`config.mk`:
```
export PLATFORM = sky130hd
export DESIGN_NAME = wb_store_buffer_flat
export DESIGN_NICKNAME = d
export VERILOG_FILES = /design/src/rtl/wb_store_buffer_if.sv /design/src/rtl/wb_store_buffer.sv /design/src/flat_wrapper.sv
export SDC_FILE = /design/constraint.sdc
export NUM_CORES = 1
export LEC_CHECK = 0
export ABC_AREA = 1
export CAP_MARGIN = 20
export CORE_MARGIN = 3
export CORE_UTILIZATION = 55
export DETAILED_ROUTE_END_ITERATION = 16
export PLACE_DENSITY_LB_ADDON = 0.05
export SETUP_SLACK_MARGIN = 0.4
export SYNTH_ARGS = -nofsm -noshare
export SYNTH_HDL_FRONTEND = slang
export SYNTH_SLANG_ARGS = --single-unit
```
`constraint.sdc`:
```
create_clock -name CLK -period 20.2 [get_ports CLK]
set_input_delay 4.04 -clock CLK [delete_from_list [all_inputs] [get_ports CLK]]
set_output_delay 4.04 -clock CLK [all_outputs]
set_load 0.02 [all_outputs]
```
`src/rtl/wb_store_buffer_if.sv`:
```
// Writeback-to-dcache store buffer bus: store push, dcache drain and load probe.
// Signal names match the legacy port list so existing connections map one-to-one.
interface wb_store_buffer_if #(
  parameter int unsigned DEPTH = 4
);
  localparam int unsigned CW = $clog2(DEPTH) + 1;

  logic          WB_Final_Dcache_Write;
  logic [31:0]   WB_Final_Dcache_Address;
  logic [63:0]   WB_Final_Dcache_Data;
  logic [1:0]    WB_Final_datasize;
  logic          In_write_ready;

  logic          SB_dc_req;
  logic [31:0]   SB_dc_addr;
  logic [63:0]   SB_dc_data;
  logic [1:0]    SB_dc_size;
  logic          DC_sb_ack;

  logic          LD_V;
  logic [31:0]   LD_ADDR;
  logic          SB_ld_conflict;

  logic          SB_empty;
  logic [CW-1:0] SB_count;

  modport master (
    output WB_Final_Dcache_Write, WB_Final_Dcache_Address, WB_Final_Dcache_Data,
    output WB_Final_datasize, DC_sb_ack, LD_V, LD_ADDR,
    input  In_write_ready, SB_dc_req, SB_dc_addr, SB_dc_data, SB_dc_size,
    input  SB_ld_conflict, SB_empty, SB_count
  );

  modport slave (
    input  WB_Final_Dcache_Write, WB_Final_Dcache_Address, WB_Final_Dcache_Data,
    input  WB_Final_datasize, DC_sb_ack, LD_V, LD_ADDR,
    output In_write_ready, SB_dc_req, SB_dc_addr, SB_dc_data, SB_dc_size,
    output SB_ld_conflict, SB_empty, SB_count
  );
endinterface

```
`src/rtl/wb_store_buffer.sv`:
```
// Circular FIFO of retired stores between writeback and the dcache, with a
// qword-granular load-overlap probe against pending entries.
module wb_store_buffer #(
  parameter int unsigned DEPTH = 4
) (
  input logic             CLK,
  input logic             CLR,
  wb_store_buffer_if.slave sb
);
  localparam int unsigned PW = $clog2(DEPTH);
  localparam int unsigned CW = PW + 1;
  localparam logic [CW-1:0] FULL = CW'(DEPTH);
  localparam logic [31:0] QW_MASK = 32'hFFFF_FFF8;

  logic [PW-1:0]    head;
  logic [PW-1:0]    tail;
  logic [CW-1:0]    count;
  logic [DEPTH-1:0] valid;
  logic [31:0]      addr_q [DEPTH];
  logic [63:0]      data_q [DEPTH];
  logic [1:0]       size_q [DEPTH];

  logic write_ready;
  logic dc_req;
  logic push;
  logic pop;
  logic ld_hit;

  // Ready and request come only from registered occupancy, never from inputs.
  assign write_ready = (count != FULL);
  assign dc_req      = (count != '0);
  assign push        = sb.WB_Final_Dcache_Write & write_ready;
  assign pop         = dc_req & sb.DC_sb_ack;

  always_ff @(posedge CLK or posedge CLR) begin
    if (CLR) begin
      head  <= '0;
      tail  <= '0;
      count <= '0;
      valid <= '0;
      for (int unsigned i = 0; i < DEPTH; i++) begin
        addr_q[i] <= '0;
        data_q[i] <= '0;
        size_q[i] <= '0;
      end
    end else begin
      if (push) begin
        addr_q[tail] <= sb.WB_Final_Dcache_Address;
        data_q[tail] <= sb.WB_Final_Dcache_Data;
        size_q[tail] <= sb.WB_Final_datasize;
        valid[tail]  <= 1'b1;
        tail         <= tail + PW'(1);
      end
      if (pop) begin
        valid[head] <= 1'b0;
        head        <= head + PW'(1);
      end
      if (push && !pop) begin
        count <= count + CW'(1);
      end else if (pop && !push) begin
        count <= count - CW'(1);
      end
    end
  end

  always_comb begin
    ld_hit = 1'b0;
    for (int unsigned i = 0; i < DEPTH; i++) begin
      if (valid[i] && (((addr_q[i] ^ sb.LD_ADDR) & QW_MASK) == '0)) begin
        ld_hit = 1'b1;
      end
    end
  end

  assign sb.In_write_ready = write_ready;
  assign sb.SB_dc_req      = dc_req;
  assign sb.SB_dc_addr     = dc_req ? addr_q[head] : '0;
  assign sb.SB_dc_data     = dc_req ? data_q[head] : '0;
  assign sb.SB_dc_size     = dc_req ? size_q[head] : '0;
  assign sb.SB_ld_conflict = sb.LD_V & ld_hit;
  assign sb.SB_empty       = ~dc_req;
  assign sb.SB_count       = count;
endmodule

```
`src/flat_wrapper.sv`:
```
// flat-port wrapper written by rule: the top's interface ports become plain ports
module wb_store_buffer_flat 
#(
  parameter int unsigned DEPTH = 4
)
  (CLK, CLR, sb_WB_Final_Dcache_Write, sb_WB_Final_Dcache_Address, sb_WB_Final_Dcache_Data, sb_WB_Final_datasize, sb_DC_sb_ack, sb_LD_V, sb_LD_ADDR, sb_In_write_ready, sb_SB_dc_req, sb_SB_dc_addr, sb_SB_dc_data, sb_SB_dc_size, sb_SB_ld_conflict, sb_SB_empty, sb_SB_count);
  wb_store_buffer_if #(.DEPTH(DEPTH)) sb_i ();
  input logic CLK;
  input logic CLR;
  input wire logic [$bits(sb_i.WB_Final_Dcache_Write)-1:0] sb_WB_Final_Dcache_Write;
  input wire logic [$bits(sb_i.WB_Final_Dcache_Address)-1:0] sb_WB_Final_Dcache_Address;
  input wire logic [$bits(sb_i.WB_Final_Dcache_Data)-1:0] sb_WB_Final_Dcache_Data;
  input wire logic [$bits(sb_i.WB_Final_datasize)-1:0] sb_WB_Final_datasize;
  input wire logic [$bits(sb_i.DC_sb_ack)-1:0] sb_DC_sb_ack;
  input wire logic [$bits(sb_i.LD_V)-1:0] sb_LD_V;
  input wire logic [$bits(sb_i.LD_ADDR)-1:0] sb_LD_ADDR;
  output wire logic [$bits(sb_i.In_write_ready)-1:0] sb_In_write_ready;
  output wire logic [$bits(sb_i.SB_dc_req)-1:0] sb_SB_dc_req;
  output wire logic [$bits(sb_i.SB_dc_addr)-1:0] sb_SB_dc_addr;
  output wire logic [$bits(sb_i.SB_dc_data)-1:0] sb_SB_dc_data;
  output wire logic [$bits(sb_i.SB_dc_size)-1:0] sb_SB_dc_size;
  output wire logic [$bits(sb_i.SB_ld_conflict)-1:0] sb_SB_ld_conflict;
  output wire logic [$bits(sb_i.SB_empty)-1:0] sb_SB_empty;
  output wire logic [$bits(sb_i.SB_count)-1:0] sb_SB_count;
  assign sb_i.WB_Final_Dcache_Write = sb_WB_Final_Dcache_Write;
  assign sb_i.WB_Final_Dcache_Address = sb_WB_Final_Dcache_Address;
  assign sb_i.WB_Final_Dcache_Data = sb_WB_Final_Dcache_Data;
  assign sb_i.WB_Final_datasize = sb_WB_Final_datasize;
  assign sb_i.DC_sb_ack = sb_DC_sb_ack;
  assign sb_i.LD_V = sb_LD_V;
  assign sb_i.LD_ADDR = sb_LD_ADDR;
  assign sb_In_write_ready = sb_i.In_write_ready;
  assign sb_SB_dc_req = sb_i.SB_dc_req;
  assign sb_SB_dc_addr = sb_i.SB_dc_addr;
  assign sb_SB_dc_data = sb_i.SB_dc_data;
  assign sb_SB_dc_size = sb_i.SB_dc_size;
  assign sb_SB_ld_conflict = sb_i.SB_ld_conflict;
  assign sb_SB_empty = sb_i.SB_empty;
  assign sb_SB_count = sb_i.SB_count;
  wb_store_buffer #(.DEPTH(DEPTH)) u_core (.CLK(CLK), .CLR(CLR), .sb(sb_i));
endmodule
```
==> reports/results.txt, run 1 <==
outcome = finished, final reports clean
met2 Track Usage GR = 46.0%
startpoint types = primary input
met1 Usage GRT = 41.7%
Fmax = 0.0967 GHz
Final Non-Filler Cells = 3243
gpl congestion = 0.978
GR peak layer = met2
cts repair resizes = 0
Synth cell types = 30
Num Clock Sinks = 403
Die W = 199 um
crit-path max FO = 5
ratio of cells with drive above 1 in the final layout = 5.52%
ys async rst share = 100%
final antenna-violating net count = 0
Max Slew Vio Count = 0
Clock Tree Root = clkbuf_16
CP cell instances = clkdlybuf4s50_1, inv_1, nand2_1, nand2_1, inv_1, nand2_1, nor2_1, nand2_1, nor2_1, nand2_1, nand2_1, nor2_1, nor2_1, clkdlybuf4s50_1
Setup crit end kind = primary output
Gate Count Post-Synth = 2607
Pre-Repair DR Iteration Count = 5
vias in the first global route = 16900
syn_nets = 2752
DP HPWL = 36.2 mm
Largest stage delay, worst path = 0.63 ns
final worst path period need = 10.34 ns
Seq/Total Area, Yosys = 49.1%
cell depth of the worst setup path = 14
number of enable flip-flop cells after synthesis = 0
critical path type = primary input to primary output
grt ovf = 0
Row Count = 70
placed cells = 3164
crit path DAT = 6.30 ns
P per Cell Area = 183 nW/um^2
WL per Instance = 18.0 um
Filler cells = 3145
DRC viols = 0
Max clock buf depth = 3
Worst-Margin Slew = 1.07 ns
peak supply drop = 106 uV
most used cell along the critical path = nand2_1
met3 Use GR = 5.83%
final WL = 58.3 mm
CTS Hold Bufs = 0
initial antenna violation count = 6
final instance area = 24100 sq um
largest net degree at the start of global routing = 129
Reg clk slew, reported paths = 0.06 ns
Buf/Inv on CP = 4
gr usage total = 29.4%
Clock Skew = 0.00964 ns
TritonCTS buffer count = 44
cell count of the worst reg-to-reg path = 8
top_reg_cell synth = dfrtp_1
synthesized area per cell = 7.88 sq um
post-DR vias/cell = 5.50
slew margin rel. = 28.5%
Synth Register Bits = 403
IO Port Bufs = 236
Placed Instance Area = 22700 sq um
full die area = 39700 sq um
Top Family by Delay on Critical Path = buffers and inverters
via count = 17800
Core ar. = 36700 sq um
CTS H-tree lvls = 2
worst hold-check path type = flop to flop
worst skew pair latency = 0.57 ns
Req. time, crit path = 16.16 ns
setup bufs post-CTS = 0
final design utilization = 65.7%
Hold Fails Final Rpt = 0
setup TNS = 0 ns
final setup vio count = 0
setup repair after global routing missed its margin = no
Leakage Power = 11.1 nW
Area Growth Syn to Fin = 17.3%
Nets = 2888
worst hold stages = 2
# IOs = 240
# Max-Cap Violations = 0
first-pass GRT wire length = 92.7 mm
Initial DRC Count = 1600
Mapped Area = 20600 sq um
CP max-delay cell = clkdlybuf4s50_1
initial core utilization = 56.0%
Syn. warnings = 0
CTS tree = yes
die height = 199 um
period utilisation layout = 51.2%
## state kept, by name (all words and copies together) (netlist names)
| register | count |
|---|---|
| u_core.valid | 4 |
| u_core.head | 2 |
| u_core.size_q | 8 |
| u_core.tail | 2 |
| u_core.sb.SB_count | 3 |
| u_core.addr_q | 128 |
| u_core.data_q | 256 |
## final cells by class
cell class,count,area (sq um),area share [%]
Antenna cell,3,7.51,0.0311
Sequential cell,403,10100,41.9
Multi-Input combinational cell,1709,8290,34.4
Inverter,330,1250,5.20
Tap cell,468,586,2.43
Timing Repair Buffer,255,2520,10.5
Clock inverter,10,92.6,0.384
Clock buffer,65,1270,5.27
## final timing paths
kind                                                    from  slack, ns                        endpoint
setup / recovery                              sb_LD_ADDR[13]       9.86               sb_SB_ld_conflict
hold / removal                  u_core.data_q[8]$_DFFE_PP0P_       0.47    u_core.data_q[8]$_DFFE_PP0P_
setup reg to reg           u_core.sb.SB_count[0]$_DFFE_PP0P_      16.81   u_core.data_q[70]$_DFFE_PP0P_
hold reg to reg                 u_core.data_q[8]$_DFFE_PP0P_       0.47    u_core.data_q[8]$_DFFE_PP0P_
max in group asynchronous                                CLR      14.53  u_core.data_q[242]$_DFFE_PP0P_
min in group asynchronous                                CLR       4.06  u_core.data_q[186]$_DFFE_PP0P_
## kinds of logic (layout without fill, tap and decap cells)
| group | after synthesis | after routing | share of synthesized area [%] |
|---|---|---|---|
| AOI/OAI and AO/OA | 855 | 855 | 22.6 |
| and+or+nand+nor | 804 | 804 | 15.3 |
| buffers and inverters | 495 | 660 | 10.7 |
| DFF | 403 | 403 | 49.1 |
| xor gates and xnor gates | 39 | 39 | 1.66 |
| adders and majority gates | 10 | 10 | 0.645 |
| muxes | 1 | 1 | 0.0548 |
| other | 0 | 3 | 0 |
## metal layers
metal	routed length, um	share of wire (%)	up-vias
met1	25600	44	8495
met3	4350	7.4	113
li1	-	-	8601
met5	48	0.082	-
met2	26700	46	619
met4	1640	2.8	6
## where the power goes
part,internal (mW),total (mW),switching (mW)
logic,0.862,2.20,1.33
registers,1.19,1.45,0.251
clock network,0.448,0.774,0.327
total,2.50,4.42,1.91
## through the flow
step	hold WS (ns)	setup WS (ns)	total power, mW
2_1_floorplan	0.448	4.95	2.82
3_3_place_gp	0.458	9.86	3.58
3_5_place_dp	0.462	9.87	3.63
4_1_cts	0.476	9.86	4.42
5_1_grt	0.489	9.67	4.74
6_report	0.473	9.86	4.42
## placed cells by master (no fill, tap or decap), types with 2 or more instances in the layout
cell / n
a21oi_1: 240
a22o_1: 2
buf_4: 18
clkbuf_1: 13
clkbuf_16: 45
clkbuf_8: 7
clkdlybuf4s50_1: 236
clkinv_2: 8
dfrtp_1: 401
dfrtp_4: 2
diode_2: 3
ha_1: 9
inv_1: 324
inv_2: 2
nand2_1: 605
nand2_8: 3
nand3_1: 4
nand4_1: 15
nor2_1: 172
nor2_8: 2
o21a_1: 56
o21ai_0: 471
o21ai_1: 30
o21ai_2: 55
xnor2_1: 37
xor2_1: 2
## worst min-delay path, cell delays in order (launching register included)
cell and delay [ns]:
dfrtp_1 0.33, nand2_1 0.06, o21ai_2 0.05
## cell usage after synthesis (all sizes together), types with 9 or more instances
| cell | number | area share, % |
|---|---|---|
| a21oi | 240 | 5.8 |
| buf | 93 | 3.3 |
| clkbuf | 72 | 1.3 |
| dfrtp | 403 | 49 |
| ha | 9 | 0.55 |
| inv | 330 | 6.1 |
| nand2 | 609 | 11 |
| nand4 | 15 | 0.46 |
| nor2 | 175 | 3.4 |
| o21a | 56 | 2.0 |
| o21ai | 556 | 15 |
| xnor2 | 37 | 1.6 |
Note: power is estimated with default switching activity, not from simulation.
==> inputs of run 2 (changes only) <==
==> constraint.sdc (replaced) <==
create_clock -name CLK -period 9.9 [get_ports CLK]
set_input_delay 1.98 -clock CLK [delete_from_list [all_inputs] [get_ports CLK]]
set_output_delay 1.98 -clock CLK [all_outputs]
set_load 0.02 [all_outputs]
==> reports/results.txt, run 2 (synthesis gave the netlist of run 1 again) <==
grt ovf = 0
IO Port Bufs = 236
Req. time, crit path = 7.92 ns
gpl congestion = 0.939
final WL = 58.9 mm
combinational share of power = 49.5%
crit path DAT = 4.28 ns
worst hold-check path type = flop to flop
# Max-Cap Violations = 0
ratio of cells with drive above 1 in the final layout = 5.56%
full die area = 39700 sq um
most frequent cells in the layout = 605 x nand2_1, 471 x o21ai_0, 401 x dfrtp_1
DRC viols = 0
Initial DRC Count = 1485
placed cells = 3161
vias in the first global route = 17100
Hold Crit Start = u_core.data_q[10]$_DFFE_PP0P_
slew margin rel. = 27.4%
outcome = finished, final reports clean
cell count of the worst reg-to-reg path = 8
Final Non-Filler Cells = 3242
Max clock buf depth = 3
switching pwr = 3.90 mW
startpoint types = primary input
first-pass GRT wire length = 92.6 mm
Hold Fails Final Rpt = 0
setup repair after global routing missed its margin = no
final design utilization = 65.9%
WL per Instance = 18.2 um
Worst-Margin Slew = 1.09 ns
Reg2Reg Launch Point = u_core.sb.SB_count[0]$_DFFE_PP0P_
net switching fraction of the power = 43.1%
worst hold stages = 2
peak supply drop = 363 uV
Nets = 2883
Placed Instance Area = 22700 sq um
Max Slew Vio Count = 0
largest reg by FF count = u_core.data_q
Reg clk slew, reported paths = 0.06 ns
CTS H-tree lvls = 2
# IOs = 240
final worst path period need = 6.26 ns
Num Clock Sinks = 403
Power Internal = 5.16 mW
final instance area = 24200 sq um
Seq pwr share = 32.6%
Setup crit end kind = primary output
Largest register FFs = 256
post-route setup slack = 3.64 ns
Clock Skew = 0.0229 ns
Leakage Power = 11.1 nW
post-DR vias/cell = 5.47
worst hold margin = 0.474 ns
reg-to-reg setup timing slack = 6.98 ns
gr usage total = 29.4%
DP HPWL = 36.1 mm
initial antenna violation count = 8
CTS Hold Bufs = 0
die height = 199 um
period utilisation layout = 63.2%
Core ar. = 36700 sq um
cts repair resizes = 0
Pre-Repair DR Iteration Count = 6
via count = 17700
worst skew pair latency = 0.56 ns
CTS tree = yes
largest registers = u_core.data_q x256, u_core.addr_q x128, u_core.size_q x8
Clk pwr share = 18.0%
final antenna-violating net count = 0
P per Cell Area = 374 nW/um^2
setup TNS = 0 ns
Area Growth Syn to Fin = 17.6%
Die W = 199 um
Row Count = 70
Clock Tree Root = clkbuf_16
Place WS = 3.66 ns
crit-path max FO = 5
Final Power = 9.05 mW
critical path type = primary input to primary output
Fmax = 0.160 GHz
setup bufs post-CTS = 0
WHS Endpoint = u_core.data_q[10]$_DFFE_PP0P_
largest net degree at the start of global routing = 237
initial core utilization = 56.0%
worst r2r dst = u_core.sb.SB_count[1]$_DFFE_PP0P_
TritonCTS buffer count = 43
commonest non-fill, non-tap cell in the layout = nand2_1
final setup vio count = 0
run 2: area by class of cell:
type	count	area (sq um)
sequential	403	10100
multi-input combinational	1709	8290
clock inverter	5	68.8
clock buffer	71	1370
antenna	5	12.5
inverter	330	1250
tap	468	586
fill	3174	12500
timing repair buffer	251	2510
run 2: power groups by stage:
stage / Sequential [mW] / Clock, mW / Combinational [mW]
final: 2.95 / 1.63 / 4.48
after global routing: 3.04 / 1.73 / 4.96
after CTS: 2.94 / 1.66 / 4.49
after detailed placement: 2.96 / 0 / 4.46
after global placement: 2.92 / 0 / 4.39
after floorplan: 2.78 / 0 / 2.98
run 2: layer usage:
layer  vias up  track usage [%]  share of wire [%]
li1       8587                -                  -
met1      8418             40.6                 43
met2       613             47.2                 47
met3       121             6.04                7.7
met4         6             9.11                2.5
met5         -                0              0.085
run 2: worst max-delay path, stage by stage:
cell             delay [ns]
clkdlybuf4s50_1        0.60
inv_1                  0.11
nand2_1                0.15
nand2_1                0.07
inv_1                  0.05
nand2_1                0.05
nor2_1                 0.20
nand2_1                0.08
nor2_1                 0.10
nand2_1                0.06
nand2_1                0.06
nor2_1                 0.06
nor2_1                 0.09
clkdlybuf4s50_1        0.61
run 2: how the worst max path moves through the flow:
stage,from,end,slack [ns],cells after the start
5_1_grt,sb_LD_ADDR[13],sb_SB_ld_conflict,3.47,14
3_3_place_gp,sb_LD_ADDR[4],sb_SB_ld_conflict,3.67,14
2_1_floorplan,CLR,u_core.addr_q[0]$_DFFE_PP0P_,2.49,1
6_report,sb_LD_ADDR[4],sb_SB_ld_conflict,3.64,14
4_1_cts,sb_LD_ADDR[4],sb_SB_ld_conflict,3.64,14
3_5_place_dp,sb_LD_ADDR[4],sb_SB_ld_conflict,3.66,14
